<file path="config.mk">
export PLATFORM = sky130hd
export DESIGN_NAME = mem_req_queue
export DESIGN_NICKNAME = d
export VERILOG_FILES = /design/src/rtl/mem_req_queue.sv
export SDC_FILE = /design/constraint.sdc
export NUM_CORES = 1
export LEC_CHECK = 0
export ABC_AREA = 1
export BUFFER_PORTS_ARGS = -buffer_cell sky130_fd_sc_hd__buf_2
export CORE_UTILIZATION = 30
export CTS_CLUSTER_DIAMETER = 120
export DETAILED_ROUTE_END_ITERATION = 16
export SLEW_MARGIN = 5
export SYNTH_ARGS = -nofsm -noshare
export SYNTH_HDL_FRONTEND = slang
export SYNTH_SLANG_ARGS = --single-unit
</file>
<file path="constraint.sdc">
create_clock -name clk -period 14.4 [get_ports clk]
set_clock_uncertainty 0.1 [all_clocks]
set_input_delay 1.44 -clock clk [delete_from_list [all_inputs] [get_ports clk]]
set_output_delay 1.44 -clock clk [all_outputs]
set_load 0.01 [all_outputs]
</file>
<file path="src/rtl/mem_req_queue.sv">
// mem_req_queue: ingress stage in front of the DRAM command scheduler.
// A request is held in a one-entry stage until the free-running cycle counter
// reaches its timestamp. It then moves into an in-order queue, and the head
// entry is shown with its DRAM address fields already decoded. Illegal ops and
// addresses with bit 6 set are dropped, and a one-cycle error flag reports the drop.
module mem_req_queue #(
  parameter int DEPTH  = 16,   // power of two, >= 2
  parameter int ADDR_W = 36,   // must be > 34 (row field tops out at bit 33)
  parameter int TIME_W = 64
) (
  input  logic                         clk,
  input  logic                         rst,
  // CPU side
  input  logic                         in_valid,
  output logic                         in_ready,
  input  logic [TIME_W-1:0]            in_time,
  input  logic [1:0]                   in_op,
  input  logic [ADDR_W-1:0]            in_addr,
  // scheduler side
  output logic                         out_valid,
  output logic [1:0]                   out_op,
  output logic [15:0]                  out_row,
  output logic [9:0]                   out_col,
  output logic [1:0]                   out_bank,
  output logic [2:0]                   out_bg,
  output logic                         out_chan,
  input  logic                         out_pop,
  // status
  output logic [$clog2(DEPTH+1)-1:0]   q_count,
  output logic                         q_full,
  output logic                         err_pulse,
  output logic [TIME_W-1:0]            cyc
);

  localparam int PTR_W = $clog2(DEPTH);
  localparam int CNT_W = $clog2(DEPTH+1);

  typedef enum logic [1:0] {
    OP_READ    = 2'd0,
    OP_WRITE   = 2'd1,
    OP_IFETCH  = 2'd2,
    OP_ILLEGAL = 2'd3
  } op_e;

  // Entries are stored already decoded. The scheduler only needs the fields,
  // so decoding once at the stage keeps the head path short.
  typedef struct packed {
    logic [1:0]  op;
    logic [15:0] row;
    logic [9:0]  col;
    logic [1:0]  bank;
    logic [2:0]  bg;
    logic        chan;
  } entry_t;

  // Staging register
  logic              stage_v;
  logic [TIME_W-1:0] stage_time;
  entry_t            stage_entry;
  entry_t            in_entry;

  // Queue storage and bookkeeping
  entry_t            mem [DEPTH];
  logic [PTR_W-1:0]  wr_ptr;
  logic [PTR_W-1:0]  rd_ptr;
  logic [CNT_W-1:0]  count;
  entry_t            head;
  entry_t            held;
  entry_t            shown;

  // Handshake terms
  logic accept;
  logic malformed;
  logic enq;
  logic pop;
  logic full;

  // Address bits that carry no DRAM coordinate: byte offset and the top bits.
  logic unused_addr_bits;
  assign unused_addr_bits = ^{in_addr[ADDR_W-1:34], in_addr[1:0]};

  // Field decode of the incoming address
  assign in_entry = '{
    op:   in_op,
    row:  in_addr[33:18],
    col:  {in_addr[17:12], in_addr[5:2]},
    bank: in_addr[11:10],
    bg:   in_addr[9:7],
    chan: in_addr[6]
  };

  assign full      = (count == CNT_W'(DEPTH));
  assign out_valid = (count != '0);
  assign pop       = out_pop && out_valid;
  // A full queue accepts the stage only when the head retires this same edge.
  // This is the only path from out_pop to in_ready.
  assign enq       = stage_v && (cyc >= stage_time) && (!full || pop);
  assign in_ready  = !stage_v || enq;
  assign accept    = in_valid && in_ready;
  assign malformed = (in_op == OP_ILLEGAL) || in_addr[6];

  assign q_count = count;
  assign q_full  = full;

  // Free-running cycle counter; wraps naturally at 2^TIME_W.
  // NOTE: sequential state uses non-blocking assignments so every register
  // samples pre-edge values regardless of block ordering.
  always_ff @(posedge clk or posedge rst) begin
    if (rst) cyc <= '0;
    else     cyc <= cyc + TIME_W'(1);
  end

  // Stage load/clear. A well-formed accept always wins, so a new request can
  // replace the one leaving on the same edge.
  always_ff @(posedge clk or posedge rst) begin
    if (rst) begin
      stage_v     <= 1'b0;
      stage_time  <= '0;
      stage_entry <= '0;
    end else if (accept && !malformed) begin
      stage_v     <= 1'b1;
      stage_time  <= in_time;
      stage_entry <= in_entry;
    end else if (enq) begin
      stage_v     <= 1'b0;
    end
  end

  // Drop report for malformed requests, visible the cycle after the accept.
  always_ff @(posedge clk or posedge rst) begin
    if (rst) err_pulse <= 1'b0;
    else     err_pulse <= accept && malformed;
  end

  // Queue storage write.
  // NOTE: the array has no reset. Every slot is written before count can make
  // it visible, so clearing the pointers and count is enough.
  always_ff @(posedge clk) begin
    if (enq) mem[wr_ptr] <= stage_entry;
  end

  // Pointers wrap modulo DEPTH by width, since DEPTH is a power of two.
  always_ff @(posedge clk or posedge rst) begin
    if (rst) begin
      wr_ptr <= '0;
      rd_ptr <= '0;
    end else begin
      if (enq) wr_ptr <= wr_ptr + PTR_W'(1);
      if (pop) rd_ptr <= rd_ptr + PTR_W'(1);
    end
  end

  // Occupancy: a simultaneous push and pop leaves it unchanged, including when full.
  always_ff @(posedge clk or posedge rst) begin
    if (rst) begin
      count <= '0;
    end else begin
      unique case ({enq, pop})
        2'b10:   count <= count + CNT_W'(1);
        2'b01:   count <= count - CNT_W'(1);
        default: count <= count;
      endcase
    end
  end

  assign head = mem[rd_ptr];

  // Remember the last head shown, so the outputs hold steady while the queue is empty.
  always_ff @(posedge clk or posedge rst) begin
    if (rst)            held <= '0;
    else if (out_valid) held <= head;
  end

  // Head field select: the live head when non-empty, otherwise the last head shown.
  // NOTE: the default assignment first keeps this block free of inferred latches.
  always_comb begin
    shown = held;
    if (out_valid) shown = head;
  end

  assign out_op   = shown.op;
  assign out_row  = shown.row;
  assign out_col  = shown.col;
  assign out_bank = shown.bank;
  assign out_bg   = shown.bg;
  assign out_chan = shown.chan;

endmodule
</file>
==> out/qor.yml, run 1 <==
clock_network:
  cts_htree_levels: 3
  max-clock-path-buffers: 3
  clk_pin_slew_ns: 0.06
  cts_hold_buf: 0
  cts_buffers: 81
  cts_tree: "yes"
  cts_root_buf: "clkbuf_16"
  cts_resized: 0
  postCtsSetupRepairBufs: 0
  clk_latency_ns: 0.64
  cts_sinks: 755
timing:
  setup_tns_ns: 0
  fmax_mhz: 172
  post-route-min-period_ns: 5.81
  slew_headroom_pct: 28.4
  fin_crit_sh_pct: 40.4
  worst_pin_slew_ns: 1.07
  rsz0062_at_grt: "false"
  hold_viol: 0
  report.final.slew_viol_count: 0
  setup_violations: 0
floorplanning:
  start_util_pct: 30.2
  core.rowCount: 119
  die_y_um: 328
  core_um2: 105000
  io_pins: 213
  die_area_um2: 107000
  die_x_um: 328
final_layout:
  fin_util_pct: 35.1
  layout_common_cells: "544 x edfxtp_1, 394 x nor2_1, 305 x o21ai_0"
  drive_gt1_share_pct: 15.2
  mostFrequentLayoutCell: "edfxtp_1"
  final_nets: 3067
  synthToLayoutAreaGrowth_pct: 16.2
power:
  power_frac_clock_pct: 29.6
  switchingPower_mw: 2.45
  internal_power_mw: 4.56
  pwr-share-comb_pct: 25.5
  p_seq_share_pct: 44.8
  swShare_pct: 34.9
  ir_drop_v: 0.000125
  power_density_nw_per_um2: 189
  static-leakage-power_nw: 14.3
synthesis:
  syn_avg_cell_area_um2: 11.8
  async_flop_share_pct: 27.9
  synthCells: 2705
  yosys.area.top_type: "edfxtp_1"
  yosysSeqAreaShare_pct: 67.9
  synth_edf_count: 544
  synthFlopType: "edfxtp_1"
  synthesis.nets: 2885
  yosys.area.top_type_share_pct: 51.3
  yosysWarnings: 0
  yosys-top-cells-area: "edfxtp_1 51%, dfrtp_1 17%, nor2_1 4.8%"
  synth-seq-cells: 755
  synth_area_um2: 31800
  ys_types: 39
setup_path:
  r2r_setup_slack_ns: 10.55
  cp.required_ns: 12.86
  setup.worst_path.end_class: "output pin"
  arrival_ns: 4.27
  r2r_start: "cyc[15]"
  crit_family: "buffers and inverters"
  crit_type: "register to output pin"
  cp-startpoint: "rd_ptr[0]"
  timing.rr.end: "mem[13][9]"
  cp_cell_sequence: "inv_6 > buf_4 > o21ai_0 > o221ai_1 > nand3_1 > a31oi_1 > buf_2"
  path_buf_inv: 3
  setup.worst_path.end: "out_op[1]"
  rr_worst_depth: 16
  critPathMaxFanout: 115
  cp-start-kind: "register"
  cp_slowest_cell: "dfrtp_4"
  crit_cells: 7
  crit_path_max_incr_delay_ns: 0.81
grt:
  grt_max_degree: 116
  track_usage_pct: 15.6
  grt.overflow.total: 0
  antenna_found_initial: 11
  grt_pass1_vias: 20700
  grt_pass1_wl_um: 128000
detailed_routing:
  post_drt_wl_per_cell_um: 19.4
  maxUsedRoutingLayer: "met5"
  drt_iter0_markers: 1799
  wl_met2_um: 39100
  dr_wl_met3_um: 6600
  via_count: 21000
  dr.pass1.iters: 5
  wl_um: 84400
  drcViolationCount: 0
  via_per_inst: 4.84
  met1Wirelength_um: 36700
  ant_nets: 0
placed_design:
  portBuffers: 208
  dp_hpwl_um: 46700
  globalplace.congestion: 0.862
worst_hold_path:
  min_path_type: "register to register"
run_status:
  status: "finished clean"
job:
  drv_cap: 0
-- power groups by stage --
stage               Combinational [mW]  Clock, mW  Sequential, mW
detailed placement                1.81          0            3.18
finish                            1.79       2.08            3.14
CTS                               1.82       2.12            3.14
global route                      2.03       2.20            3.19
floorplan                         1.27          0            2.98
global placement                  1.78          0            3.16
-- sequential cells by signal, indices dropped and copies added, names as in the netlist --
| register | count |
|---|---|
| mem | 544 |
| cyc | 64 |
| stage_time | 64 |
| held | 34 |
| stage_entry | 34 |
| q_count | 5 |
| rd_ptr | 4 |
| wr_ptr | 4 |
| err_pulse | 1 |
| stage_v | 1 |
-- kinds of logic (layout without fill, tap and decap cells) --
kind of cell,after synthesis,in the layout,synth area share (%)
flops,755,755,67.9
compound gates,600,600,11.5
simple gates,817,817,10.7
fa+ha+maj,74,74,2.93
other cells,0,3,0
buf+inv,388,634,4.96
xor+xnor,71,71,1.95
-- worst register-to-register path, delay by kind of cell (launching register included) --
| kind | cells | cell delay [ns] |
|---|---|---|
| adder cells (fa/ha/maj) | 1 | 0.34 |
| buffers and inverters | 2 | 0.74 |
| flip-flops | 1 | 0.46 |
| AND/OR/NAND/NOR | 13 | 1.79 |
-- routing by layer --
layer	vias up	GRT usage, %
met5	-	0
met4	16	4.23
met3	151	4.48
met2	635	25.0
met1	10300	20.6
li1	9906	-
-- layout make-up --
class / instances / area [um^2]
diodes: 3 / 7.51
clock buffers: 115 / 2260
clock inverters: 32 / 368
fillers: 10400 / 68300
inverters: 248 / 945
multi-input cells: 1562 / 8780
flip-flops and latches: 755 / 21600
well taps: 1391 / 1740
repair buffers: 239 / 1270
-- stage by stage --
stage	power [mW]	instances	setup slack, ns	hold WS [ns]	cell area, um^2
CTS	7.07	4342	8.46	0.384	37000
finish	7.01	4345	8.59	0.380	37000
detailed placement	5.00	4195	9.14	0.369	34400
floorplan	4.25	2705	7.09	0.353	31800
global route	7.42	4343	8.35	0.403	37000
global placement	4.94	4195	9.18	0.367	34400
-- synth_stat cells, drive strengths merged (17+ instances only) --
cell type and count:
a21oi 29, a31oi 35, buf 20, clkbuf 120, dfrtp 211, edfxtp 544
ha 73, inv 246, nand2 248, nand3 74, nand4 21, nor2 419
nor3 32, nor4 17, o21ai 395, o221ai 102, o22ai 34, xor2 57
-- how the worst min path moves through the flow --
stage | from | to | slack (ns) | cells past startpoint
after global placement | stage_time[62] | stage_time[62] | 0.37 | 2
final | stage_time[14] | stage_time[14] | 0.38 | 2
after CTS | stage_time[21] | stage_time[21] | 0.38 | 2
after floorplan | stage_time[56] | stage_time[56] | 0.35 | 2
after detailed placement | stage_time[3] | stage_time[3] | 0.37 | 2
after global routing | stage_time[56] | stage_time[56] | 0.40 | 2
(Power assumes the default switching activity.)
==> inputs of run 2 (changes only) <==
==> constraint.sdc (replaced) <==
create_clock -name clk -period 5.55 [get_ports clk]
set_clock_uncertainty 0.1 [all_clocks]
set_input_delay 0.555 -clock clk [delete_from_list [all_inputs] [get_ports clk]]
set_output_delay 0.555 -clock clk [all_outputs]
set_load 0.01 [all_outputs]
==> run 2 against run 1 <==
Clock power rose to 2.7 times the previous value. Global-route usage fell by 0.088 points. Wire length fell by 0.61%. Count of clock-buffer cells in the layout fell by 5. Critical path type unchanged. Worst hold slack got worse by 0.34 ns. Sequential share of layout area fell by 0.61 points. Setup slack got worse by 7.5 ns. Register-to-register slack got worse by 8.9 ns. Largest cell class unchanged. Sequential cell count did not move. Non-clock buffer count rose by 19.
==> out/qor.yml, run 2 (synthesized netlist as in run 1, its figures left out) <==
setup_path:
  r2r_start: "cyc[15]"
  r2r_setup_slack_ns: 1.69
  arrival_ns: 3.84
  timing.rr.end: "mem[12][17]"
  cp.required_ns: 4.89
  rr_worst_depth: 16
  setup.worst_path.end: "out_row[10]"
  critPathMaxFanout: 94
  cp-start-kind: "register"
  cp-startpoint: "rd_ptr[0]"
  setup.worst_path.end_class: "output pin"
  crit_type: "register to output pin"
final_layout:
  drive_gt1_share_pct: 16.1
  largestRegisters: "mem x544, cyc x64, stage_time x64"
  stdcell_area_um2: 37400
  synthToLayoutAreaGrowth_pct: 17.4
  mostFrequentLayoutCell: "edfxtp_1"
  layout_common_cells: "544 x edfxtp_1, 394 x nor2_1, 305 x o21ai_0"
  fin_util_pct: 35.5
  fill_cells: 10200
  final_nets: 3087
  largest_reg_flops: 544
  top_register: "mem"
detailed_routing:
  ant_nets: 0
  post_drt_wl_per_cell_um: 19.2
  drt_iter0_markers: 1539
  wl_um: 83900
  via_count: 21100
  dr.pass1.iters: 5
  drcViolationCount: 0
  via_per_inst: 4.83
clock_network:
  cts_tree: "yes"
  cts_sinks: 755
  clk_pin_slew_ns: 0.06
  cts_hold_buf: 1
  cts_root_buf: "clkbuf_16"
  cts_htree_levels: 3
  clk_latency_ns: 0.65
  postCtsSetupRepairBufs: 0
  cts_resized: 0
  cts_buffers: 82
  max-clock-path-buffers: 3
power:
  swShare_pct: 34.7
  p_seq_share_pct: 43.5
  power_frac_clock_pct: 30.4
  ir_drop_v: 0.000362
  power_density_nw_per_um2: 495
  power.total_mw: 18.5
  pwr-share-comb_pct: 26.1
  switchingPower_mw: 6.43
  internal_power_mw: 12.1
  static-leakage-power_nw: 14.5
job:
  drv_cap: 0
placed_design:
  globalplace.congestion: 0.878
  dpl_cell_area_um2: 34600
  dp_hpwl_um: 50000
  pre_cts_ws_ns: 1.64
  portBuffers: 208
grt:
  track_usage_pct: 15.5
  grt.overflow.total: 0
  grt_pass1_wl_um: 127000
  antenna_found_initial: 13
  grt_max_degree: 197
  grt_pass1_vias: 20800
timing:
  setup_tns_ns: 0
  worst_pin_slew_ns: 1.10
  layout_setup_ws_ns: 1.05
  slew_headroom_pct: 26.5
  rsz0062_at_grt: "false"
  fin_crit_sh_pct: 81.0
  post-route-min-period_ns: 4.50
  hold_viol: 0
  fmax_mhz: 222
  setup_violations: 0
  report.final.slew_viol_count: 0
floorplanning:
  io_pins: 213
  die_x_um: 328
  die_y_um: 328
  die_area_um2: 107000
  start_util_pct: 30.2
  core_um2: 105000
  core.rowCount: 119
run_status:
  status: "finished clean"
worst_hold_path:
  min_path_type: "input pin to register"
run 2: changes by cell type in the layout (fill, tap and decap cells not counted):
cell	change
buf_12	+6
buf_4	+12
bufinv_16	+3
clkbuf_1	-4
clkbuf_16	+2
clkbuf_8	-3
clkinv_1	-1
clkinv_16	+1
clkinv_2	+6
clkinv_4	+1
clkinv_8	+1
clkinvlp_4	+1
diode_2	-1
dlygate4sd3_1	+1
run 2: layout make-up:
type,instances,area (um^2),share of cell area (%)
Multi-Input combinational cell,1562,8780,23.5
Inverter,248,941,2.52
Tap cell,1391,1740,4.65
Timing Repair Buffer,258,1490,4.00
Antenna cell,2,5.00,0.0134
Sequential cell,755,21600,57.8
Clock inverter,44,551,1.47
Clock buffer,110,2260,6.04
run 2: worst max-delay path: stages (launching register included):
cell	delay, ns
dfrtp_4	0.80
inv_6	0.68
buf_4	0.42
o21ai_0	0.13
o221ai_1	0.18
nand3_1	0.13
a31oi_1	0.52
buf_2	0.24
run 2: power by group through the flow:
stage	combinational [mW]	sequential [mW]	clock, mW
floorplan	3.30	7.74	0
global placement	4.83	8.13	0
detailed placement	4.91	8.15	0
CTS	4.93	8.04	5.74
global route	5.47	8.17	5.97
finish	4.84	8.05	5.64
run 2: layer usage:
| layer | vias up | track usage [%] | routed length [um] | part of all wire, % |
|---|---|---|---|---|
| met5 | - | 0 | 142 | 0.17 |
| met4 | 22 | 3.84 | 1760 | 2.1 |
| met3 | 143 | 4.55 | 6750 | 8.0 |
| met2 | 660 | 25.2 | 39000 | 46 |
| met1 | 10300 | 20.4 | 36300 | 43 |
| li1 | 9956 | - | - | - |
run 2: worst min path at each step:
stage / from / to / slack, ns / cells after the start
3_3_place_gp: stage_time[14] / stage_time[14] / 0.37 / 2
5_1_grt: in_time[35] / stage_time[35] / 0.02 / 3
6_report: in_time[35] / stage_time[35] / 0.04 / 3
3_5_place_dp: stage_time[21] / stage_time[21] / 0.37 / 2
2_1_floorplan: stage_time[56] / stage_time[56] / 0.35 / 2
4_1_cts: in_time[35] / stage_time[35] / 0.00009 / 3
run 2: stage by stage:
stage          std cells  hold WS [ns]
2_1_floorplan       2705         0.353
3_3_place_gp        4213         0.369
3_5_place_dp        4213         0.370
4_1_cts             4368     0.0000874
5_1_grt             4368        0.0222
6_report            4370        0.0420
